[src/rtl/sc_regshift_tx_if.sv]
// Handshake and data bundle between a general-register reader and the
// serial transmitter. The master drives load/word; the slave (transmitter) drives the rest.
interface sc_regshift_tx_if #(
    parameter int DATAWIDTH_BUS = 32
);
    logic                     SC_RegSHIFTTX_Load_InHigh;
    logic [DATAWIDTH_BUS-1:0] SC_RegSHIFTTX_DataBUS_In;
    logic                     SC_RegSHIFTTX_Serial_Out;
    logic                     SC_RegSHIFTTX_Valid_Out;
    logic                     SC_RegSHIFTTX_Ready_Out;
    logic                     SC_RegSHIFTTX_Done_Out;
    logic [DATAWIDTH_BUS-1:0] SC_RegSHIFTTX_DataBUS_Out;

    modport master (
        output SC_RegSHIFTTX_Load_InHigh,
        output SC_RegSHIFTTX_DataBUS_In,
        input  SC_RegSHIFTTX_Serial_Out,
        input  SC_RegSHIFTTX_Valid_Out,
        input  SC_RegSHIFTTX_Ready_Out,
        input  SC_RegSHIFTTX_Done_Out,
        input  SC_RegSHIFTTX_DataBUS_Out
    );

    modport slave (
        input  SC_RegSHIFTTX_Load_InHigh,
        input  SC_RegSHIFTTX_DataBUS_In,
        output SC_RegSHIFTTX_Serial_Out,
        output SC_RegSHIFTTX_Valid_Out,
        output SC_RegSHIFTTX_Ready_Out,
        output SC_RegSHIFTTX_Done_Out,
        output SC_RegSHIFTTX_DataBUS_Out
    );
endinterface

[src/rtl/sc_regshift_tx.sv]
// Parallel-in/serial-out transmitter: captures a general-register word and
// shifts it out MSB-first on the falling edge, with valid/ready/done qualifiers.
module sc_regshift_tx #(
    parameter int                       DATAWIDTH_BUS   = 32,
    parameter logic [DATAWIDTH_BUS-1:0] DATA_SHIFT_INIT = '0
) (
    input  logic            SC_RegSHIFTTX_CLOCK_50,
    input  logic            SC_RegGENERAL_Reset_InHigh,
    sc_regshift_tx_if.slave txIf
);
    localparam int               CNT_W    = $clog2(DATAWIDTH_BUS);
    localparam logic [CNT_W-1:0] CNT_LAST = CNT_W'(DATAWIDTH_BUS - 1);

    typedef enum logic [1:0] {
        IDLE  = 2'b00,
        SHIFT = 2'b01,
        DONE  = 2'b10
    } stateType;

    stateType                 stateReg, stateNext;
    logic [DATAWIDTH_BUS-1:0] shiftReg, shiftNext;
    logic [DATAWIDTH_BUS-1:0] shiftedWord;
    logic [CNT_W-1:0]         countReg, countNext;

    // Left shift with zero fill, so the register drains to all-zero by DONE.
    assign shiftedWord[0] = 1'b0;
    generate
        for (genvar gi = 1; gi < DATAWIDTH_BUS; gi++) begin : g_shift
            assign shiftedWord[gi] = shiftReg[gi-1];
        end
    endgenerate

    // Falling edge matches the datapath registers, so a word written on one
    // edge can be loaded on the next.
    always_ff @(negedge SC_RegSHIFTTX_CLOCK_50 or posedge SC_RegGENERAL_Reset_InHigh) begin
        if (SC_RegGENERAL_Reset_InHigh) begin
            stateReg <= IDLE;
            shiftReg <= DATA_SHIFT_INIT;
            countReg <= '0;
        end else begin
            stateReg <= stateNext;
            shiftReg <= shiftNext;
            countReg <= countNext;
        end
    end

    always_comb begin
        stateNext = stateReg;
        shiftNext = shiftReg;
        countNext = countReg;
        case (stateReg)
            IDLE: begin
                if (txIf.SC_RegSHIFTTX_Load_InHigh) begin
                    stateNext = SHIFT;
                    shiftNext = txIf.SC_RegSHIFTTX_DataBUS_In;
                    countNext = '0;
                end
            end
            SHIFT: begin
                shiftNext = shiftedWord;
                if (countReg == CNT_LAST) begin
                    stateNext = DONE;
                end else begin
                    countNext = countReg + 1'b1;
                end
            end
            DONE:    stateNext = IDLE;
            default: stateNext = IDLE;
        endcase
    end

    assign txIf.SC_RegSHIFTTX_Serial_Out  = (stateReg == SHIFT) & shiftReg[DATAWIDTH_BUS-1];
    assign txIf.SC_RegSHIFTTX_Valid_Out   = (stateReg == SHIFT);
    assign txIf.SC_RegSHIFTTX_Ready_Out   = (stateReg == IDLE);
    assign txIf.SC_RegSHIFTTX_Done_Out    = (stateReg == DONE);
    assign txIf.SC_RegSHIFTTX_DataBUS_Out = shiftReg;
endmodule

[src/flat_wrapper.sv]
// flat-port wrapper written by rule: the top's interface ports become plain ports
module sc_regshift_tx_flat 
#(
    parameter int                       DATAWIDTH_BUS   = 32,
    parameter logic [DATAWIDTH_BUS-1:0] DATA_SHIFT_INIT = '0
)
  (SC_RegSHIFTTX_CLOCK_50, SC_RegGENERAL_Reset_InHigh, txIf_SC_RegSHIFTTX_Load_InHigh, txIf_SC_RegSHIFTTX_DataBUS_In, txIf_SC_RegSHIFTTX_Serial_Out, txIf_SC_RegSHIFTTX_Valid_Out, txIf_SC_RegSHIFTTX_Ready_Out, txIf_SC_RegSHIFTTX_Done_Out, txIf_SC_RegSHIFTTX_DataBUS_Out);
  sc_regshift_tx_if #(.DATAWIDTH_BUS(DATAWIDTH_BUS)) txIf_i ();
  input  logic SC_RegSHIFTTX_CLOCK_50;
  input  logic SC_RegGENERAL_Reset_InHigh;
  input wire logic [$bits(txIf_i.SC_RegSHIFTTX_Load_InHigh)-1:0] txIf_SC_RegSHIFTTX_Load_InHigh;
  input wire logic [$bits(txIf_i.SC_RegSHIFTTX_DataBUS_In)-1:0] txIf_SC_RegSHIFTTX_DataBUS_In;
  output wire logic [$bits(txIf_i.SC_RegSHIFTTX_Serial_Out)-1:0] txIf_SC_RegSHIFTTX_Serial_Out;
  output wire logic [$bits(txIf_i.SC_RegSHIFTTX_Valid_Out)-1:0] txIf_SC_RegSHIFTTX_Valid_Out;
  output wire logic [$bits(txIf_i.SC_RegSHIFTTX_Ready_Out)-1:0] txIf_SC_RegSHIFTTX_Ready_Out;
  output wire logic [$bits(txIf_i.SC_RegSHIFTTX_Done_Out)-1:0] txIf_SC_RegSHIFTTX_Done_Out;
  output wire logic [$bits(txIf_i.SC_RegSHIFTTX_DataBUS_Out)-1:0] txIf_SC_RegSHIFTTX_DataBUS_Out;
  assign txIf_i.SC_RegSHIFTTX_Load_InHigh = txIf_SC_RegSHIFTTX_Load_InHigh;
  assign txIf_i.SC_RegSHIFTTX_DataBUS_In = txIf_SC_RegSHIFTTX_DataBUS_In;
  assign txIf_SC_RegSHIFTTX_Serial_Out = txIf_i.SC_RegSHIFTTX_Serial_Out;
  assign txIf_SC_RegSHIFTTX_Valid_Out = txIf_i.SC_RegSHIFTTX_Valid_Out;
  assign txIf_SC_RegSHIFTTX_Ready_Out = txIf_i.SC_RegSHIFTTX_Ready_Out;
  assign txIf_SC_RegSHIFTTX_Done_Out = txIf_i.SC_RegSHIFTTX_Done_Out;
  assign txIf_SC_RegSHIFTTX_DataBUS_Out = txIf_i.SC_RegSHIFTTX_DataBUS_Out;
  sc_regshift_tx #(.DATAWIDTH_BUS(DATAWIDTH_BUS), .DATA_SHIFT_INIT(DATA_SHIFT_INIT)) u_core (.SC_RegSHIFTTX_CLOCK_50(SC_RegSHIFTTX_CLOCK_50), .SC_RegGENERAL_Reset_InHigh(SC_RegGENERAL_Reset_InHigh), .txIf(txIf_i));
endmodule
[config.mk]
export PLATFORM = sky130hd
export DESIGN_NAME = sc_regshift_tx_flat
export DESIGN_NICKNAME = d
export VERILOG_FILES = /design/src/rtl/sc_regshift_tx_if.sv /design/src/rtl/sc_regshift_tx.sv /design/src/flat_wrapper.sv
export SDC_FILE = /design/constraint.sdc
export NUM_CORES = 1
export LEC_CHECK = 0
export ABC_AREA = 1
export CAP_MARGIN = 25
export CORE_ASPECT_RATIO = 0.8
export CORE_MARGIN = 2
export CORE_UTILIZATION = 38
export CTS_CLUSTER_SIZE = 24
export DETAILED_ROUTE_END_ITERATION = 7
export PLACE_DENSITY_LB_ADDON = 0.15
export REMOVE_ABC_BUFFERS = 1
export SLEW_MARGIN = 20
export SYNTH_ARGS = -nofsm -noshare
export SYNTH_HDL_FRONTEND = slang
export SYNTH_SLANG_ARGS = --single-unit
[constraint.sdc]
create_clock -name SC_RegSHIFTTX_CLOCK_50 -period 1.4 [get_ports SC_RegSHIFTTX_CLOCK_50]
set_input_delay 0.28 -clock SC_RegSHIFTTX_CLOCK_50 [delete_from_list [all_inputs] [get_ports SC_RegSHIFTTX_CLOCK_50]]
set_output_delay 0.28 -clock SC_RegSHIFTTX_CLOCK_50 [all_outputs]
set_load 0.01 [all_outputs]
==> flow_metrics.py <==
metrics = {
    "setup_path": {
        "slowest_stage": "dfrtn_1",
        "r2r_cells": 10,
        "start_kind": "flop",
        "cp_cell_sequence": "nand2_2, nor2_1, buf_2",
        "r2r-end": "u_core.txIf.SC_RegSHIFTTX_DataBUS_Out[19]",
        "cp_data_arrival_time_ps": 1820,
        "criticalPathCategory": "flop to primary output",
        "critPathBufInv": 1,
        "endpoint_kind": "primary output",
        "max_stage_delay_ps": 490,
        "rrSetupSlack_ps": -190,
        "worstPathRequired_ps": 1120,
        "crit_fanout": 3,
        "path_delay_family": "flip-flops",
        "r2r_start": "u_core.stateReg[0]",
    },
    "global_routing": {
        "grt_pass1_vias": 1924,
        "grt_pass1_wl_um": 9160,
        "grt_max_degree": 45,
        "antenna_found_initial": 0,
        "grt_usage": 0.204,
        "grt-ovfl-total": 0,
    },
    "timing": {
        "rsz0062_at_grt": "yes",
        "setup_viol": 74,
        "slew_headroom": 0.850,
        "tightest_slew_ps": 225,
        "hold_violations": 0,
        "timing.final.ws_setup_ps": -698,
        "finalClockSkew_ps": 10.3,
        "hold_ws_ps": 500,
        "report.final.slew_viol_count": 0,
    },
    "status": {
        "outcome": "finished, violations left",
        "violations": "negative setup slack",
    },
    "synthesis": {
        "synth-seq-cells": 39,
        "synthTopCellsByCount": "111 x nand2_1, 39 x dfrtn_1, 17 x inv_1",
        "synth-warning-count": 0,
        "ys_seq_area_frac": 0.492,
        "synth_edf_count": 0,
        "synth.top_cells.by_area": "dfrtn_1 49%, nand2_1 21%, o211ai_2 5.7%",
        "synth.cell_area_um2": 1980,
        "async_flop_share": 1.00,
        "synthFlopType": "dfrtn_1",
        "synth_top_area_share": 0.492,
        "syn_area_per_cell_um2": 8.40,
        "synthCells": 236,
        "synth.largest_area_cell": "dfrtn_1",
        "yosys.cell_types.count": 19,
        "yosysMostFrequentCell": "nand2_1",
    },
    "clocking": {
        "cts_tree": "yes",
        "cts_made_buffers": 5,
        "clockBufferDepth": 2,
        "cts_max_level": 2,
        "insertion_delay_ps": 300,
        "cts-root-buf": "clkbuf_8",
        "cts_sinks": 39,
        "clk_pin_slew_ps": 50,
    },
    "route": {
        "met2_length_um": 3370,
        "routed.top_layer": "met4",
        "drt_wl_total_um": 6700,
        "vias": 2150,
        "wire_per_inst_um": 15.2,
        "drtIter0Drc": 126,
        "routed_via_density": 4.89,
        "met1Wirelength_um": 2940,
        "drc_errors": 0,
        "drtPass1Iterations": 4,
        "wl_met3_um": 301,
        "ant_nets": 0,
    },
    "power_and_ir_drop": {
        "combPwrFrac": 0.644,
        "sw_frac_of_total": 0.414,
        "vdd_drop_max_mv": 1.22,
        "intPower_mw": 4.55,
        "power.density_nw_per_um2": 2060,
        "p_switching_mw": 3.21,
        "power_frac_clock": 0.098,
        "pwr-share-seq": 0.258,
        "power_mw": 7.76,
        "power.leakage_nw": 2.06,
    },
    "layout": {
        "post-route-util": 0.752,
        "layout-area-overhead-vs-synth_pct": 89.8,
        "fin_nets": 414,
        "diodes": 0,
        "drive_gt1_frac": 0.582,
    },
    "worst_hold_path": {
        "whs_path_depth": 2,
        "hold_path_class": "flop to flop",
        "min_to": "u_core.txIf.SC_RegSHIFTTX_DataBUS_Out[10]",
        "worstHoldStart": "u_core.txIf.SC_RegSHIFTTX_DataBUS_Out[10]",
    },
    "placement": {
        "globalplace.congestion": 0.770,
        "io_buffers": 70,
        "place_ws_ps": -823,
        "hpwl_um": 3390,
    },
    "floorplan": {
        "start_util": 0.396,
        "std_cell_rows": 23,
        "io_pins": 71,
        "die_x_um": 84.8,
        "core_um2": 5010,
        "die_y_um": 68.6,
        "die_area_um2": 5820,
    },
    "run": {
        "maxCapViolations": 0,
    },
}
==> kinds of logic (layout without fill, tap and decap cells) <==
| group | Yosys count | count (layout) | share of synthesized area |
|---|---|---|---|
| AOI/OAI and AO/OA | 25 | 25 | 0.116 |
| DFF | 39 | 39 | 0.492 |
| and+or+nand+nor | 140 | 140 | 0.288 |
| adders and majority gates | 2 | 2 | 0.0126 |
| buffers and inverters | 30 | 172 | 0.0909 |
==> stage by stage <==
step | TNS (ps) | instances | instance area [um2]
after floorplan | -38570 | 225 | 1870
after global routing | -24360 | 440 | 3760
after detailed placement | -52030 | 399 | 3010
final | -21690 | 440 | 3760
after global placement | -50510 | 399 | 3010
after CTS | -17390 | 423 | 3200
==> how the worst max path moves through the flow <==
stage / from / depth (start not counted) / to
3_3_place_gp: txIf_SC_RegSHIFTTX_Load_InHigh / 7 / u_core.txIf.SC_RegSHIFTTX_DataBUS_Out[11]
5_1_grt: u_core.stateReg[0] / 3 / txIf_SC_RegSHIFTTX_Serial_Out
2_1_floorplan: txIf_SC_RegSHIFTTX_Load_InHigh / 5 / u_core.txIf.SC_RegSHIFTTX_DataBUS_Out[19]
4_1_cts: u_core.stateReg[0] / 3 / txIf_SC_RegSHIFTTX_Serial_Out
3_5_place_dp: txIf_SC_RegSHIFTTX_Load_InHigh / 7 / u_core.txIf.SC_RegSHIFTTX_DataBUS_Out[24]
6_report: u_core.stateReg[0] / 3 / txIf_SC_RegSHIFTTX_Serial_Out
==> sequential cells by signal, indices dropped and copies added, names as in the netlist <==
| name | cells |
|---|---|
| u_core.txIf.SC_RegSHIFTTX_DataBUS_Out | 32 |
| u_core.countReg | 5 |
| u_core.stateReg | 2 |
==> repair_timing <==
| action | in CTS | in global routing |
|---|---|---|
| gates cloned | 3 | 3 |
| hold buffers | 0 | 0 |
| resized for setup | 210 | 106 |
| setup endpoints to repair | 74 | 75 |
| pin swaps | 40 | 31 |
| setup buffers | 13 | 17 |
==> tightest hold or removal path: stages (launching register included) <==
cell,delay [ps]
dfrtn_1,400
inv_1,60
o21ai_2,120
==> power groups by stage <==
stage	logic (mW)	registers (mW)	clock network, mW
after floorplan	1.38	2.26	0
after global placement	3.68	1.98	0
after detailed placement	3.74	1.98	0
after CTS	3.79	1.96	0.754
after global routing	5.39	2.06	0.808
final	5.00	2.00	0.758
==> cell type report <==
type                            count  area [um2]
Clock buffer                        7        76.3
Clock inverter                      1        5.00
Fill cell                         336        1240
Inverter                           19        97.6
Multi-Input combinational cell    167        1230
Sequential cell                    39         976
Tap cell                           62        77.6
Timing Repair Buffer              144        1290
Timing Repair inverter              1        7.51
==> cell usage in the layout (no fill, tap or decap), types with 3 or more instances in the layout <==
master,Yosys,final
buf_4,3,54
clkbuf_16,0,3
buf_12,1,6
nand2_1,111,61
o21ai_2,10,13
inv_1,17,13
clkbuf_8,0,5
nor2_4,1,3
clkdlybuf4s50_1,0,14
nand3_2,0,12
dfrtn_1,39,39
nand4_1,4,4
nand2_4,0,26
buf_2,2,31
o211ai_2,9,9
dlygate4sd2_1,0,19
buf_6,5,13
nand2_2,3,25
==> layer usage <==
metal / global-route usage / vias to the layer above
met1: 0.273 / 1048
met3: 0.0417 / 9
met2: 0.342 / 56
met4: 0.0615 / 0
met5: 0 / -
li1: - / 1037
Power figures use the tool's default switching activity.
